File: src/rtl/regs_sb.sv
// General-purpose register file with byte-lane writes, optional write-to-read
// bypass and a per-register busy scoreboard for RAW hazard detection.
module regs_sb #(
  parameter int DW      = 32,
  parameter int AW      = 5,
  parameter int ZERO_R0 = 1,
  parameter int BYPASS  = 1
) (
  input  logic            clk,
  input  logic            rst,
  input  logic            we,
  input  logic [AW-1:0]   reg_Rd_addr_A,
  input  logic [AW-1:0]   reg_Rt_addr_B,
  input  logic [AW-1:0]   reg_Wt_addr,
  input  logic [DW-1:0]   wdata,
  input  logic [DW/8-1:0] wstrb,
  output logic [DW-1:0]   rdata_A,
  output logic [DW-1:0]   rdata_B,
  input  logic            busy_set,
  input  logic [AW-1:0]   busy_addr,
  output logic            busy_A,
  output logic            busy_B
);

  localparam int DEPTH = 1 << AW;
  localparam int NB    = DW / 8;
  localparam bit Z0    = (ZERO_R0 != 0);
  localparam bit BYP   = (BYPASS != 0);

  logic [DW-1:0]    r_regs [DEPTH];
  logic [DEPTH-1:0] r_busy;

  logic             w_wr_ok;
  logic             w_set_ok;
  logic [DW-1:0]    w_merged;
  logic [DEPTH-1:0] w_busy_nxt;

  assign w_wr_ok  = we && !(Z0 && (reg_Wt_addr == '0));
  assign w_set_ok = busy_set && !(Z0 && (busy_addr == '0));

  // Byte merge: exactly the value the target register holds after the edge.
  always_comb begin
    w_merged = r_regs[reg_Wt_addr];
    for (int i = 0; i < NB; i++) begin
      if (wstrb[i]) w_merged[8*i +: 8] = wdata[8*i +: 8];
    end
  end

  // Set is applied after clear so a same-address collision leaves the bit set.
  always_comb begin
    w_busy_nxt = r_busy;
    if (we) w_busy_nxt[reg_Wt_addr] = 1'b0;
    if (w_set_ok) w_busy_nxt[busy_addr] = 1'b1;
  end

  always_ff @(posedge clk) begin
    if (rst) begin
      for (int i = 0; i < DEPTH; i++) r_regs[i] <= '0;
      r_busy <= '0;
    end else begin
      if (w_wr_ok) r_regs[reg_Wt_addr] <= w_merged;
      r_busy <= w_busy_nxt;
    end
  end

  function automatic logic [DW-1:0] read_data(input logic [AW-1:0] addr);
    if (Z0 && (addr == '0))                        return '0;
    else if (BYP && w_wr_ok && (reg_Wt_addr == addr)) return w_merged;
    else                                           return r_regs[addr];
  endfunction

  function automatic logic read_busy(input logic [AW-1:0] addr);
    if (Z0 && (addr == '0)) return 1'b0;
    else if (BYP && we && (reg_Wt_addr == addr) && !(w_set_ok && (busy_addr == addr)))
      return 1'b0;
    else return r_busy[addr];
  endfunction

  always_comb begin
    rdata_A = read_data(reg_Rd_addr_A);
    rdata_B = read_data(reg_Rt_addr_B);
    busy_A  = read_busy(reg_Rd_addr_A);
    busy_B  = read_busy(reg_Rt_addr_B);
  end

endmodule

File: config.mk
export PLATFORM = sky130hd
export DESIGN_NAME = regs_sb
export DESIGN_NICKNAME = d
export VERILOG_FILES = /design/src/rtl/regs_sb.sv
export SDC_FILE = /design/constraint.sdc
export NUM_CORES = 2
export LEC_CHECK = 0
export ABC_CLOCK_PERIOD_IN_PS = 6970
export BUFFER_PORTS_ARGS = -buffer_cell sky130_fd_sc_hd__buf_2
export CORE_MARGIN = 2
export CORE_UTILIZATION = 40
export CTS_CLUSTER_DIAMETER = 50
export DETAILED_ROUTE_END_ITERATION = 10
export HOLD_SLACK_MARGIN = 0.05
export MAX_ROUTING_LAYER = met4
export PLACE_DENSITY_LB_ADDON = 0.1
export SYNTH_ARGS = -nofsm -noshare
export SYNTH_HDL_FRONTEND = slang
export SYNTH_SLANG_ARGS = --single-unit
File: constraint.sdc
create_clock -name clk -period 6.97 [get_ports clk]
set_input_delay 0 -clock clk [delete_from_list [all_inputs] [get_ports clk]]
set_output_delay 0 -clock clk [all_outputs]
set_load 0.1 [all_outputs]
* Word level (Yosys, flattened, before mapping)
Memory sizes are Yosys's and may differ from the RTL's.
Index checks and enable logic that the tools add are counted.
** Word-level totals
- Bits in registers :: 32
- Memory bits (writable) :: 1024
- Input bits :: 60
- Output and inout bits :: 66
- Memories :: 1
** Memories
- r_regs :: words 32, bits a word 32, read ports 3, clocked after memory_dff 0, write ports 32, RTL line 30 : logic [DW-1:0] r_regs [DEPTH];
** Cells by class
- Magnitude comparators :: 6
- Eq/ne operators :: 4
- Muxes and demuxes :: 30
- Bitwise operators :: 3
- Reductions and logical operators :: 21
** Operators with widths (number)
- 2-to-1 mux 32 bit :: 7
- bitwise AND 32 bit :: 1
- 2-to-1 mux 8 bit :: 4
- NOT 32 bit :: 1
- OR 32 bit :: 1
- OR reduction 32 bit :: 1
- less-than comparator 5 x 6 -> 1 bit, second input constant :: 4
- equality test 5 bit :: 4
- zero test 5 bit :: 4
- 2-to-1 mux 1 bit :: 14
- logical AND 1 bit :: 12
- binary-select mux 1 bit (select 5 bit) :: 2
- demux 1 bit (select 5 bit) :: 2
- >= comparator 5 x 1 -> 1 bit, second input constant :: 2
- 2-to-1 mux 5 bit :: 1
- zero test 1 bit :: 4

* Depth between registers and ports, before layout
- Depth in word-level cells :: 9
- Gate-level depth with buffers :: 12
- Gate-level depth less buffers :: 6

* Worst setup path after synthesis
Ideal clock, no wire load.
- Kind :: input-to-output
- From :: in reg_Rd_addr_A[0]
- To :: out rdata_A[16]
- Arrival time :: 3.689 ns
- Data required time :: 6.970 ns
- Setup slack :: 3.281 ns
- Cell stages on the path :: 10
- Buffers on the path :: 4
- Path through :: buf_2 > buf_2 > buf_2 > xnor2_1 > nand4_1 > nor3_1 > nand2b_1 > clkbuf_1 > o211ai_1 > a21boi_0
** On the way
- Cells in the longest elaborated chain, start to end :: 4
** RTL lines
- start, declared :: RTL line 12 : input logic [AW-1:0] reg_Rd_addr_A,
- parallel branches: the longest is 3 deep, another holds memory (32 x 32 bit)
- 2-to-1 mux 32 bit (*) :: RTL line 67 : if (Z0 && (addr == '0)) return '0;
- end, declared :: RTL line 17 : output logic [DW-1:0] rdata_A,
Mark *: on every way between the ends.

* Final worst setup path
- From :: in reg_Wt_addr[3]
- To :: out rdata_B[1]
** On the way
- Cells in the longest elaborated chain, start to end :: 6
** RTL lines
- start, declared :: RTL line 14 : input logic [AW-1:0] reg_Wt_addr,
- parallel branches: the longest is 4 deep, another holds memory (32 x 32 bit)
- 2-to-1 mux 32 bit (*) :: RTL line 68 : else if (BYP && w_wr_ok && (reg_Wt_addr == addr)) return w_merged;
- 2-to-1 mux 32 bit (*) :: RTL line 67
- end, declared :: RTL line 18 : output logic [DW-1:0] rdata_B,
Marked as above.

==> impl.org <==
** Run status
- Outcome :: complete, but fails checks
- The checks that failed: capacitance limit, slew limit.

** Floorplanning
- Number of rows created at floorplan :: 146
- Y dimension of the die :: 403 µm
- Initial Utilization :: 40.2%
- Die Area :: 162,000 µm²
- From left edge to right edge, the die measures 403 µm.
- Count of boundary I/O pins :: 126
- The floorplan step defined a core boundary enclosing 158,000 µm².

** Timing
- Final setup violation count :: 0
- Transition at the pin with the smallest max-transition slack :: 1.51 ns
- Fmax :: 0.200 GHz
- The hold violation count in the final report is 0.
- Final slew viol count :: 3
- The worst path in the final design needs a cycle of 5.01 ns, including I/O delays and setup.
- Setup repair after global routing left no endpoint under its margin.
- Max_slew headroom :: -0.681%
- Setup total negative slack on the finished layout was measured at 0 ns.
- For the final database, setup skew stands at 0.0381 ns.
- Part of the cycle the worst path needs :: 71.8%

** Setup path
- For flop-to-flop paths, the worst setup slack is 3.99 ns.
- For the worst setup path, the data required time is 6.97 ns.
- Cells along the critical path :: buf_2 -> or3_1 -> nor3_1 -> or4_2 -> nand2_2 -> o32ai_1 -> buf_2
- The number of buffers and inverters on the critical path is 2.
- By instance count, the cell type seen most on the critical path is sky130_fd_sc_hd__buf_2.
- In this run the worst path has a maximum fanout of 29.
- Number of cells on the worst reg-to-reg path :: 6
- At the worst endpoint, the arrival time is 5.01 ns.
- In this run the number of cells on the critical path is 7.
- For this run, the slowest stage of the critical path takes 1.45 ns.
- Setup CP Type :: in -> out
- The worst setup path is captured at a primary output.
- The worst setup path is launched from a primary input.
- In this design, the largest share of critical-path delay is due to simple AND/OR/NAND/NOR gates.
- Crit-path slowest cell :: sky130_fd_sc_hd__o32ai_1

** Yosys
- Top cells by area in the synthesized netlist :: sky130_fd_sc_hd__edfxtp_1, sky130_fd_sc_hd__mux4_2, sky130_fd_sc_hd__nor2_1
- The synthesized design contains 1,024 enable-type register cells.
- Mean post-synth cell area :: 13.3 µm²
- Number of instances in the synthesized netlist :: 4,790
- Unique cell type count in the Yosys netlist :: 75
- Yosys warns :: 0
- Synth Cell Area :: 63,600 µm²
- In this run, synthesis produced a sequential element count of 1,056.
- Predominant post-synthesis flop cell :: sky130_fd_sc_hd__edfxtp_1
- The biggest area contributor in the post-synthesis netlist is sky130_fd_sc_hd__edfxtp_1.
- Share of synthesized area occupied by flip-flops and latches :: 49.4%
- FFs w/ async S/R, synth :: 0%
- In this run the biggest area consumer among cell types represents 48.4% of the synthesized area.

** Route
- Starting DRT DRC Count :: 8,779
- Vias after detailed routing :: 50,475
- Number of design rule violations left after detail routing :: 0
- Detail Route Antenna Nets :: 0
- Vias per Instance :: 7.19
- The first TritonRoute pass finished after 8 iterations.
- For this block, the routed nets add up to 316,000 µm of wire.
- Dividing the detail-routed wire length by the instance count gives 45.1 µm.

** Pwr
- Across the VDD grid, the largest voltage drop is 0.252 mV.
- Dividing total power by cell area gives a power density of 263 nW/µm².
- The analysis attributes to cell leakage a power of 26.0 nW.

** Global routing
- Global routing used 39.7% of the available tracks.
- First-pass GRT wire length :: 423,000 µm
- Number of antenna violations at the first check in global routing :: 10
- Met3 GRT Util :: 11.8%
- Global routing consumed, on the met2 layer, 55.5% of the routing resources.
- GRT busiest layer :: met2
- Total congestion overflow :: 0
- Number of global-route vias before repair :: 47,953
- Global routing used 51.3% of the available met1 tracks.
- Entering global routing, the biggest net connects 88 pins.

** Cells and area
- At the end of the flow the core is filled with cells to 45.4%.
- Combined area of the multi-input logic cells :: 29,800 µm²
- At the end of the flow, the number of nets in the layout was 4,867.
- Share of post-route cells with drive strength above 1 :: 26.9%
- After filler insertion, the fill cell instance count of the layout stands at 14,284.
- Area growth from synthesis to layout :: 13.0%
- Summing all flip-flop and latch instances after layout gives 31,400 µm².

** CTS
- Clock insertion delay at the later pin of the skew report :: 0.81 ns
- Buffers inserted during clock tree synthesis total 155.
- Clock-pin transition on the worst setup and hold timing paths :: 0.06 ns
- Setup Fix Bufs, Post-CTS :: 0
- After clock tree synthesis, the flow added hold-fix buffers numbering 46.
- TritonCTS clock tree :: done
- Number of sinks handled by clock tree synthesis :: 1,056
- The H-tree generated during clock tree synthesis spans 4 levels.
- Root Driver :: sky130_fd_sc_hd__clkbuf_16
- The longest clock path from root to sink contains 3 buffers.
- After clock tree synthesis, the repair step resized 0 gates.

** Place
- Routability-driven placement finished with a final weighted congestion of 0.933.
- Detailed placement ended at an HPWL of 184,000 µm.
- Number of buffers inserted by port buffering :: 125

** Flow run
- The tool flagged a number of max-cap violations equal to 1.

** Hold path
- The tightest min-delay check is of the in -> reg type.
- Depth of the worst hold-timing path :: 5
[where the power goes]
part	internal [mW]	switching, mW	leakage, nW
sequential	7.21	0.180	10.8
clock	4.99	3.22	2.54
combinational	0.960	2.35	12.6
total	13.2	5.75	26.0
[final cells by class]
type                       count  area share [%]
antenna                       12          0.0418
clock buffer                 189            5.81
clock inverter                97            1.51
inverter                      17          0.0905
multi-input combinational   3223            41.5
sequential                  1056            43.7
tap                         2072            3.61
timing repair buffer         354            3.82
[path summary, 6_finish.rpt]
| path | startpoint | endpoint |
|---|---|---|
| setup / recovery | reg_Wt_addr[3] | rdata_B[1] |
| hold / removal | reg_Wt_addr[2] | r_busy[4]$_SDFF_PP0_ |
| setup reg to reg | r_regs[16][15]$_SDFFCE_PN0P_ | r_regs[8][15]$_SDFFCE_PN0P_ |
| hold reg to reg | r_busy[0]$_SDFF_PP0_ | r_busy[0]$_SDFF_PP0_ |
[sequential cells by signal, summed over array words and instances, names as in the netlist]
name / cells
r_regs: 1024
r_busy: 32
[layout by cell type (no fill, tap or decap), types with 18 or more instances in the layout]
cell type	instances
sky130_fd_sc_hd__nor2_1	1025
sky130_fd_sc_hd__edfxtp_1	1024
sky130_fd_sc_hd__mux4_2	626
sky130_fd_sc_hd__mux2i_1	375
sky130_fd_sc_hd__a22oi_1	190
sky130_fd_sc_hd__buf_4	172
sky130_fd_sc_hd__clkbuf_16	163
sky130_fd_sc_hd__a21oi_1	152
sky130_fd_sc_hd__nand2_1	130
sky130_fd_sc_hd__buf_2	113
sky130_fd_sc_hd__o21ai_0	92
sky130_fd_sc_hd__a221oi_1	74
sky130_fd_sc_hd__o22ai_1	60
sky130_fd_sc_hd__dlygate4sd3_1	46
sky130_fd_sc_hd__nor3_1	43
sky130_fd_sc_hd__a221o_1	34
sky130_fd_sc_hd__nand3_1	33
sky130_fd_sc_hd__nand2_2	32
sky130_fd_sc_hd__dfxtp_1	32
sky130_fd_sc_hd__conb_1	32
sky130_fd_sc_hd__clkbuf_1	26
sky130_fd_sc_hd__clkinv_1	25
sky130_fd_sc_hd__a211oi_1	23
sky130_fd_sc_hd__o22ai_2	19
sky130_fd_sc_hd__mux2_2	19
sky130_fd_sc_hd__clkinv_2	19
sky130_fd_sc_hd__bufinv_16	19
sky130_fd_sc_hd__nor2b_1	18
[tightest hold or removal path: stages]
cell	delay (ns)
sky130_fd_sc_hd__buf_2	0.10
sky130_fd_sc_hd__buf_4	0.28
sky130_fd_sc_hd__nand2_1	0.24
sky130_fd_sc_hd__o21ai_0	0.11
sky130_fd_sc_hd__a21oi_1	0.13
[kinds of logic (layout without fill, tap and decap cells)]
group,after synthesis,count (layout),synth area share [%]
AOI/OAI and AO/OA,750,750,8.35
buffers and inverters,542,657,4.54
other,1,44,0.00590
xor gates and xnor gates,20,20,0.275
muxes,1022,1022,28.5
and+or+nand+nor,1399,1399,8.99
DFF,1056,1056,49.4
[synthesized netlist by cell type (49+ instances only)]
library cell,n
sky130_fd_sc_hd__a21oi_1,152
sky130_fd_sc_hd__a221oi_1,74
sky130_fd_sc_hd__a22oi_1,190
sky130_fd_sc_hd__buf_2,185
sky130_fd_sc_hd__buf_4,63
sky130_fd_sc_hd__buf_6,49
sky130_fd_sc_hd__clkbuf_1,202
sky130_fd_sc_hd__edfxtp_1,1024
sky130_fd_sc_hd__mux2i_1,375
sky130_fd_sc_hd__mux4_2,626
sky130_fd_sc_hd__nand2_1,162
sky130_fd_sc_hd__nor2_1,1033
sky130_fd_sc_hd__o21ai_0,92
sky130_fd_sc_hd__o22ai_1,60
[routing by layer]
metal | up-vias | wire, µm
li1 | 18938 | -
met1 | 26392 | 118000
met2 | 4213 | 135000
met3 | 932 | 41700
met4 | 0 | 21600
met5 | - | 0
[through the flow]
step                      cell area, µm²  instances  total power [mW]  setup slack (ns)  hold slack, ns
final                              71900       7020              18.9              1.96          0.0953
after floorplan                    63700       4821              9.51              3.28          0.0879
after global placement             66100       6676              10.7              2.48           0.326
after detailed placement           66100       6676              10.7              2.35           0.338
after global routing               71900       7015              19.2              2.07           0.142
after CTS                          71900       7008              18.8              2.34          0.0631
(Power assumes the default switching activity.)
